[src/rtl/uart_tx_arbiter_pkg.sv]
// Shared constants for the UART TX arbiter: frame layout and default sizing.
// The TX FIFO counter width falls back to 5 bits when not set by the build.
`ifndef UART_FIFO_COUNTER_W
`define UART_FIFO_COUNTER_W 5
`endif

package uart_tx_arbiter_pkg;

    localparam int TXARB_FIFO_DEPTH = 16;
    localparam int TXARB_FRAME_LEN  = 8;
    localparam int TXARB_PUSH_GAP   = 4;

    localparam logic [7:0] FRAME_HEAD0 = 8'hEB;
    localparam logic [7:0] FRAME_HEAD1 = 8'h90;
    localparam logic [7:0] FRAME_TAIL0 = 8'h09;
    localparam logic [7:0] FRAME_TAIL1 = 8'hD7;

    typedef logic [1:0] src_vec_t;

endpackage

[src/rtl/txarb_rr_pick.sv]
// Two-way round-robin winner: the sole requester, or the prio side on a tie.
// prio=0 favours source 0, prio=1 favours source 1.
module txarb_rr_pick
    import uart_tx_arbiter_pkg::*;
(
    input  src_vec_t req,
    input  logic     prio,
    output src_vec_t pick
);

    always_comb begin
        pick = 2'b00;
        unique case (1'b1)
            (req == 2'b11): pick = prio ? 2'b10 : 2'b01;
            (req == 2'b01): pick = 2'b01;
            (req == 2'b10): pick = 2'b10;
            default:        pick = 2'b00;
        endcase
    end

endmodule

[src/rtl/uart_tx_arbiter.sv]
// Frame-atomic round-robin arbiter feeding the shared UART TX FIFO.
// Define TXARB_ABORT_EN to let a source abandon its frame by dropping req.
`ifndef UART_FIFO_COUNTER_W
`define UART_FIFO_COUNTER_W 5
`endif

module uart_tx_arbiter
    import uart_tx_arbiter_pkg::*;
#(
    parameter int FIFO_DEPTH = TXARB_FIFO_DEPTH,
    parameter int FRAME_LEN  = TXARB_FRAME_LEN,
    parameter int PUSH_GAP   = TXARB_PUSH_GAP
) (
    input  logic                            clk,
    input  logic                            rst_n,
    input  logic [1:0]                      req,
    input  logic [7:0]                      din0,
    input  logic [7:0]                      din1,
    input  logic [`UART_FIFO_COUNTER_W-1:0] tf_counter,
    output logic [1:0]                      gnt,
    output logic [1:0]                      byte_ack,
    output logic [7:0]                      tdr,
    output logic                            tf_push,
    output logic                            busy,
    output logic                            abort
);

    localparam int CW = `UART_FIFO_COUNTER_W;
    localparam logic [CW-1:0] ROOM   = CW'(FIFO_DEPTH - FRAME_LEN);
    localparam logic [3:0]    LAST_B = 4'(FRAME_LEN);
    localparam logic [3:0]    GAP_END = 4'(PUSH_GAP - 2);

    typedef enum logic [3:0] {
        IDLE    = 4'b0001,
        PUSH    = 4'b0010,
        GAP     = 4'b0100,
        RELEASE = 4'b1000
    } state_e;

    state_e     state_q, state_d;
    logic [1:0] gnt_q, gnt_d;
    logic [1:0] ack_q, ack_d;
    logic [7:0] tdr_q, tdr_d;
    logic       push_q, push_d;
    logic       busy_q, busy_d;
    logic       abort_q, abort_d;
    logic       prio_q, prio_d;
    logic [3:0] byte_cnt_q, byte_cnt_d;
    logic [3:0] gap_cnt_q, gap_cnt_d;
    src_vec_t   pick;
    logic       sel;
    logic       room;
    logic       quit;

    txarb_rr_pick u_pick (
        .req  (req),
        .prio (prio_q),
        .pick (pick)
    );

    assign sel  = gnt_q[1];
    assign room = (tf_counter <= ROOM);

`ifdef TXARB_ABORT_EN
    logic pend_q, pend_d;

    // A drop anywhere in the frame is remembered until the current gap ends.
    always_comb begin
        pend_d = pend_q;
        if (state_q == IDLE) begin
            pend_d = 1'b0;
        end else if (busy_q && !req[sel]) begin
            pend_d = 1'b1;
        end
    end

    always_ff @(posedge clk or negedge rst_n) begin
        if (!rst_n) begin
            pend_q <= 1'b0;
        end else begin
            pend_q <= pend_d;
        end
    end

    assign quit = pend_d;
`else
    assign quit = 1'b0;
`endif

    always_comb begin
        state_d    = state_q;
        gnt_d      = gnt_q;
        ack_d      = 2'b00;
        tdr_d      = tdr_q;
        push_d     = 1'b0;
        busy_d     = busy_q;
        abort_d    = 1'b0;
        prio_d     = prio_q;
        byte_cnt_d = byte_cnt_q;
        gap_cnt_d  = gap_cnt_q;
        unique case (state_q)
            IDLE: begin
                if (pick != 2'b00 && room) begin
                    gnt_d      = pick;
                    busy_d     = 1'b1;
                    byte_cnt_d = 4'd0;
                    state_d    = PUSH;
                end
            end
            PUSH: begin
                tdr_d      = sel ? din1 : din0;
                push_d     = 1'b1;
                ack_d      = gnt_q;
                byte_cnt_d = byte_cnt_q + 4'd1;
                gap_cnt_d  = 4'd0;
                state_d    = GAP;
            end
            GAP: begin
                if (gap_cnt_q >= GAP_END) begin
                    if (byte_cnt_q == LAST_B) begin
                        state_d = RELEASE;
                    end else if (quit) begin
                        state_d = RELEASE;
                        abort_d = 1'b1;
                    end else begin
                        state_d = PUSH;
                    end
                end else begin
                    gap_cnt_d = gap_cnt_q + 4'd1;
                end
            end
            RELEASE: begin
                gnt_d   = 2'b00;
                busy_d  = 1'b0;
                prio_d  = ~sel;
                state_d = IDLE;
            end
            default: state_d = IDLE;
        endcase
    end

    always_ff @(posedge clk or negedge rst_n) begin
        if (!rst_n) begin
            state_q    <= IDLE;
            gnt_q      <= 2'b00;
            ack_q      <= 2'b00;
            tdr_q      <= 8'h00;
            push_q     <= 1'b0;
            busy_q     <= 1'b0;
            abort_q    <= 1'b0;
            prio_q     <= 1'b0;
            byte_cnt_q <= 4'd0;
            gap_cnt_q  <= 4'd0;
        end else begin
            state_q    <= state_d;
            gnt_q      <= gnt_d;
            ack_q      <= ack_d;
            tdr_q      <= tdr_d;
            push_q     <= push_d;
            busy_q     <= busy_d;
            abort_q    <= abort_d;
            prio_q     <= prio_d;
            byte_cnt_q <= byte_cnt_d;
            gap_cnt_q  <= gap_cnt_d;
        end
    end

    assign gnt      = gnt_q;
    assign byte_ack = ack_q;
    assign tdr      = tdr_q;
    assign tf_push  = push_q;
    assign busy     = busy_q;
    assign abort    = abort_q;

endmodule

[config.mk]
export PLATFORM = sky130hd
export DESIGN_NAME = uart_tx_arbiter
export DESIGN_NICKNAME = d
export VERILOG_FILES = /design/src/rtl/uart_tx_arbiter_pkg.sv /design/src/rtl/txarb_rr_pick.sv /design/src/rtl/uart_tx_arbiter.sv
export SDC_FILE = /design/constraint.sdc
export NUM_CORES = 1
export LEC_CHECK = 0
export BUFFER_PORTS_ARGS = -buffer_cell sky130_fd_sc_hd__clkbuf_2
export CORE_UTILIZATION = 40
export DETAILED_ROUTE_END_ITERATION = 16
export PLACE_DENSITY = 0.65
export SYNTH_ARGS = -nofsm -noshare
export SYNTH_HDL_FRONTEND = slang
export SYNTH_SLANG_ARGS = --single-unit
export TNS_END_PERCENT = 5
[constraint.sdc]
create_clock -name clk -period 2 [get_ports clk]
set_input_delay 0.4 -clock clk [delete_from_list [all_inputs] [get_ports clk]]
set_output_delay 0.4 -clock clk [all_outputs]
set_load 0.01 [all_outputs]
==> results.cfg <==
[logic_synthesis]
synth_edf_count = 0
synth_top_area_share_pct = 52.7
synth_top_cell_by_area = dfrtp_1
synth_cell_types = 30
ys_async_sr_fraction_pct = 100
syn_avg_cell_area_sq_um = 10.6
synthMostInstantiatedCell = dfrtp_1
netlist_area_sq_um = 1230
ys_ff_latch = 27
syn_inst = 116
synth_top_flop_cell = dfrtp_1
synth_area_leaders = dfrtp_1 53%, mux2i_1 8.1%, nand2_1 6.1%
yosysSeqAreaShare_pct = 54.9
synth_common_cells = 26 x dfrtp_1, 20 x nand2_1, 14 x o21ai_0, 10 x mux2i_1, 5 x inv_1
syn_nets = 145
synth.yosys.warnings = 0

[cts]
htreeDepth = 1
path_clk_slew_ns = 0.13
cts_resized = 0
insertion_delay_ns = 0.32
postCtsSetupRepairBufs = 0
clkSinkCount = 27
clockRootBuffer = clkbuf_4
cts_tree = built
ctsLongestPathBuffers = 2
cts_hold_buffers = 0
cts_made_buffers = 3

[sta]
setup_slack_ns = 0.289
timing.setup.tns_ns = 0
hold_viol = 0
setup_violations = 0
fmax_mhz = 584
clock_skew_ns = 0.00156
slew_violations = 0
relSlewSlack_pct = 56.1
fin_crit_sh_pct = 85.6
rsz0062_at_grt = false
min_period_ns = 1.71
tightest_slew_ns = 0.659

[floorplan]
ioPinCount = 40
core_area_sq_um = 2830
die_h_microns = 57.5
row_count = 19
fp.dieW_microns = 57.5
dieArea_sq_um = 3310
start_util_pct = 43.6

[drt]
ant_nets = 0
drc = 1
vias_per_cell = 5.23
firstDrtPassIters = 14
wl_mm = 2.27
drt-initial-drc-count = 14
vias = 983
wl_per_cell_microns = 12.1

[global_routing]
antenna_found_initial = 0
grt_first_pass_wirelength_mm = 3.93
grt_util_all_layers_pct = 15.6
gr-total-overflow = 0
first_global_vias = 927
grt_max_degree = 28

[pwr]
powerDensity_nw_per_um2 = 889
irDropWorstVdd_mv = 0.469
fin_total_pwr_uw = 1330
p_leak_uw = 0.000754

[placed_design]
dp_slack_ns = 0.312
port_buffers = 38
dp_hpwl_mm = 1.74
gp_congestion = 0.774

[outcome]
status = complete, but fails checks
violations = design-rule violations

[final_layout]
fillCellCount = 261
antenna_cells = 0
drive_gt1_share_pct = 31.8
post-route-util_pct = 52.9
nets = 187
syn_to_final_growth_pct = 21.3

[worst_setup_path]
cp-start-kind = flip-flop
critPathArrivalTime_ns = 1.96
crit_type = reg -> reg
critPathMaxFanout = 9
cp_data_required_time_ns = 2.25
end_kind = flip-flop

[run]
maxCapViolCount = 0

[hold_path]
hold_path.class = in -> async
[cell usage in the layout (no fill, tap or decap), types with 2 or more instances in the layout]
master    instances
and2_1            3
buf_4             4
clkbuf_2         38
clkbuf_4          3
dfrtp_1          26
ha_1              4
inv_1             5
mux2i_1          10
nand2_1          20
nand3_1           3
nor2_1            3
nor3_1            2
o21ai_0          14
o31ai_1           2
or3_1             2
or4b_2            2
[cells by family after synthesis]
| family | synth area share [%] |
|---|---|
| other | 0.304 |
| AOI/OAI and AO/OA | 10.3 |
| and+or+nand+nor | 18.7 |
| adders and majority gates | 4.06 |
| muxes | 8.11 |
| buffers and inverters | 3.65 |
| DFF | 54.9 |
[final timing paths]
kind | endpoint | cells after the start | slack (ns) | start
setup / recovery | gnt[0] | 4 | 0.29 | state_q[0]
hold / removal | gap_cnt_q[0] | 1 | 0.08 | rst_n
setup reg to reg | gnt[0] | 4 | 0.29 | state_q[0]
hold reg to reg | tdr[3] | 2 | 0.50 | tdr[3]
max in group asynchronous | tdr[7] | 1 | 1.49 | rst_n
min in group clk | gnt[0] | 3 | 0.32 | req[0]
[metrics by stage]
stage | instance area, sq um | std cells | hold slack, ns
finish | 1500 | 188 | 0.0837
global route | 1500 | 188 | 0.117
CTS | 1500 | 188 | 0.108
detailed placement | 1470 | 184 | 0.467
floorplan | 1230 | 116 | 0.104
global placement | 1470 | 184 | 0.459
[worst max-delay path, stage by stage (launching register included)]
cell and delay, ns:
dfstp_2 0.57, or4b_4 0.47, nor4_4 0.21, buf_4 0.21, mux2i_1 0.18
[where the power goes]
| group | total (uW) | internal [uW] | switching, uW |
|---|---|---|---|
| clock network | 227 | 78.1 | 148 |
| logic | 380 | 174 | 206 |
| registers | 725 | 658 | 66.3 |
| total | 1330 | 911 | 420 |
[flip-flops by register name, indices dropped and copies added (netlist names)]
name	cells
gnt	2
byte_ack	2
tf_push	1
byte_cnt_q	4
prio_q	1
state_q	4
tdr	8
gap_cnt_q	4
busy	1
[area by class of cell]
| type | instances | area [sq um] | area share, % |
|---|---|---|---|
| sequential | 27 | 677 | 45.2 |
| multi-input combinational | 78 | 512 | 34.2 |
| timing repair buffer | 42 | 220 | 14.7 |
| tap | 31 | 38.8 | 2.59 |
| clock buffer | 4 | 26.3 | 1.76 |
| inverter | 6 | 22.5 | 1.51 |
[routing by layer]
| layer | vias to the layer above | part of all wire (%) | global-route usage [%] |
|---|---|---|---|
| li1 | 483 | - | - |
| met1 | 463 | 44 | 19.0 |
| met2 | 32 | 50 | 26.7 |
| met3 | 5 | 5.0 | 3.40 |
| met4 | 0 | 1.5 | 6.62 |
| met5 | - | 0 | 0 |
Note: power is estimated with default switching activity, not from simulation.
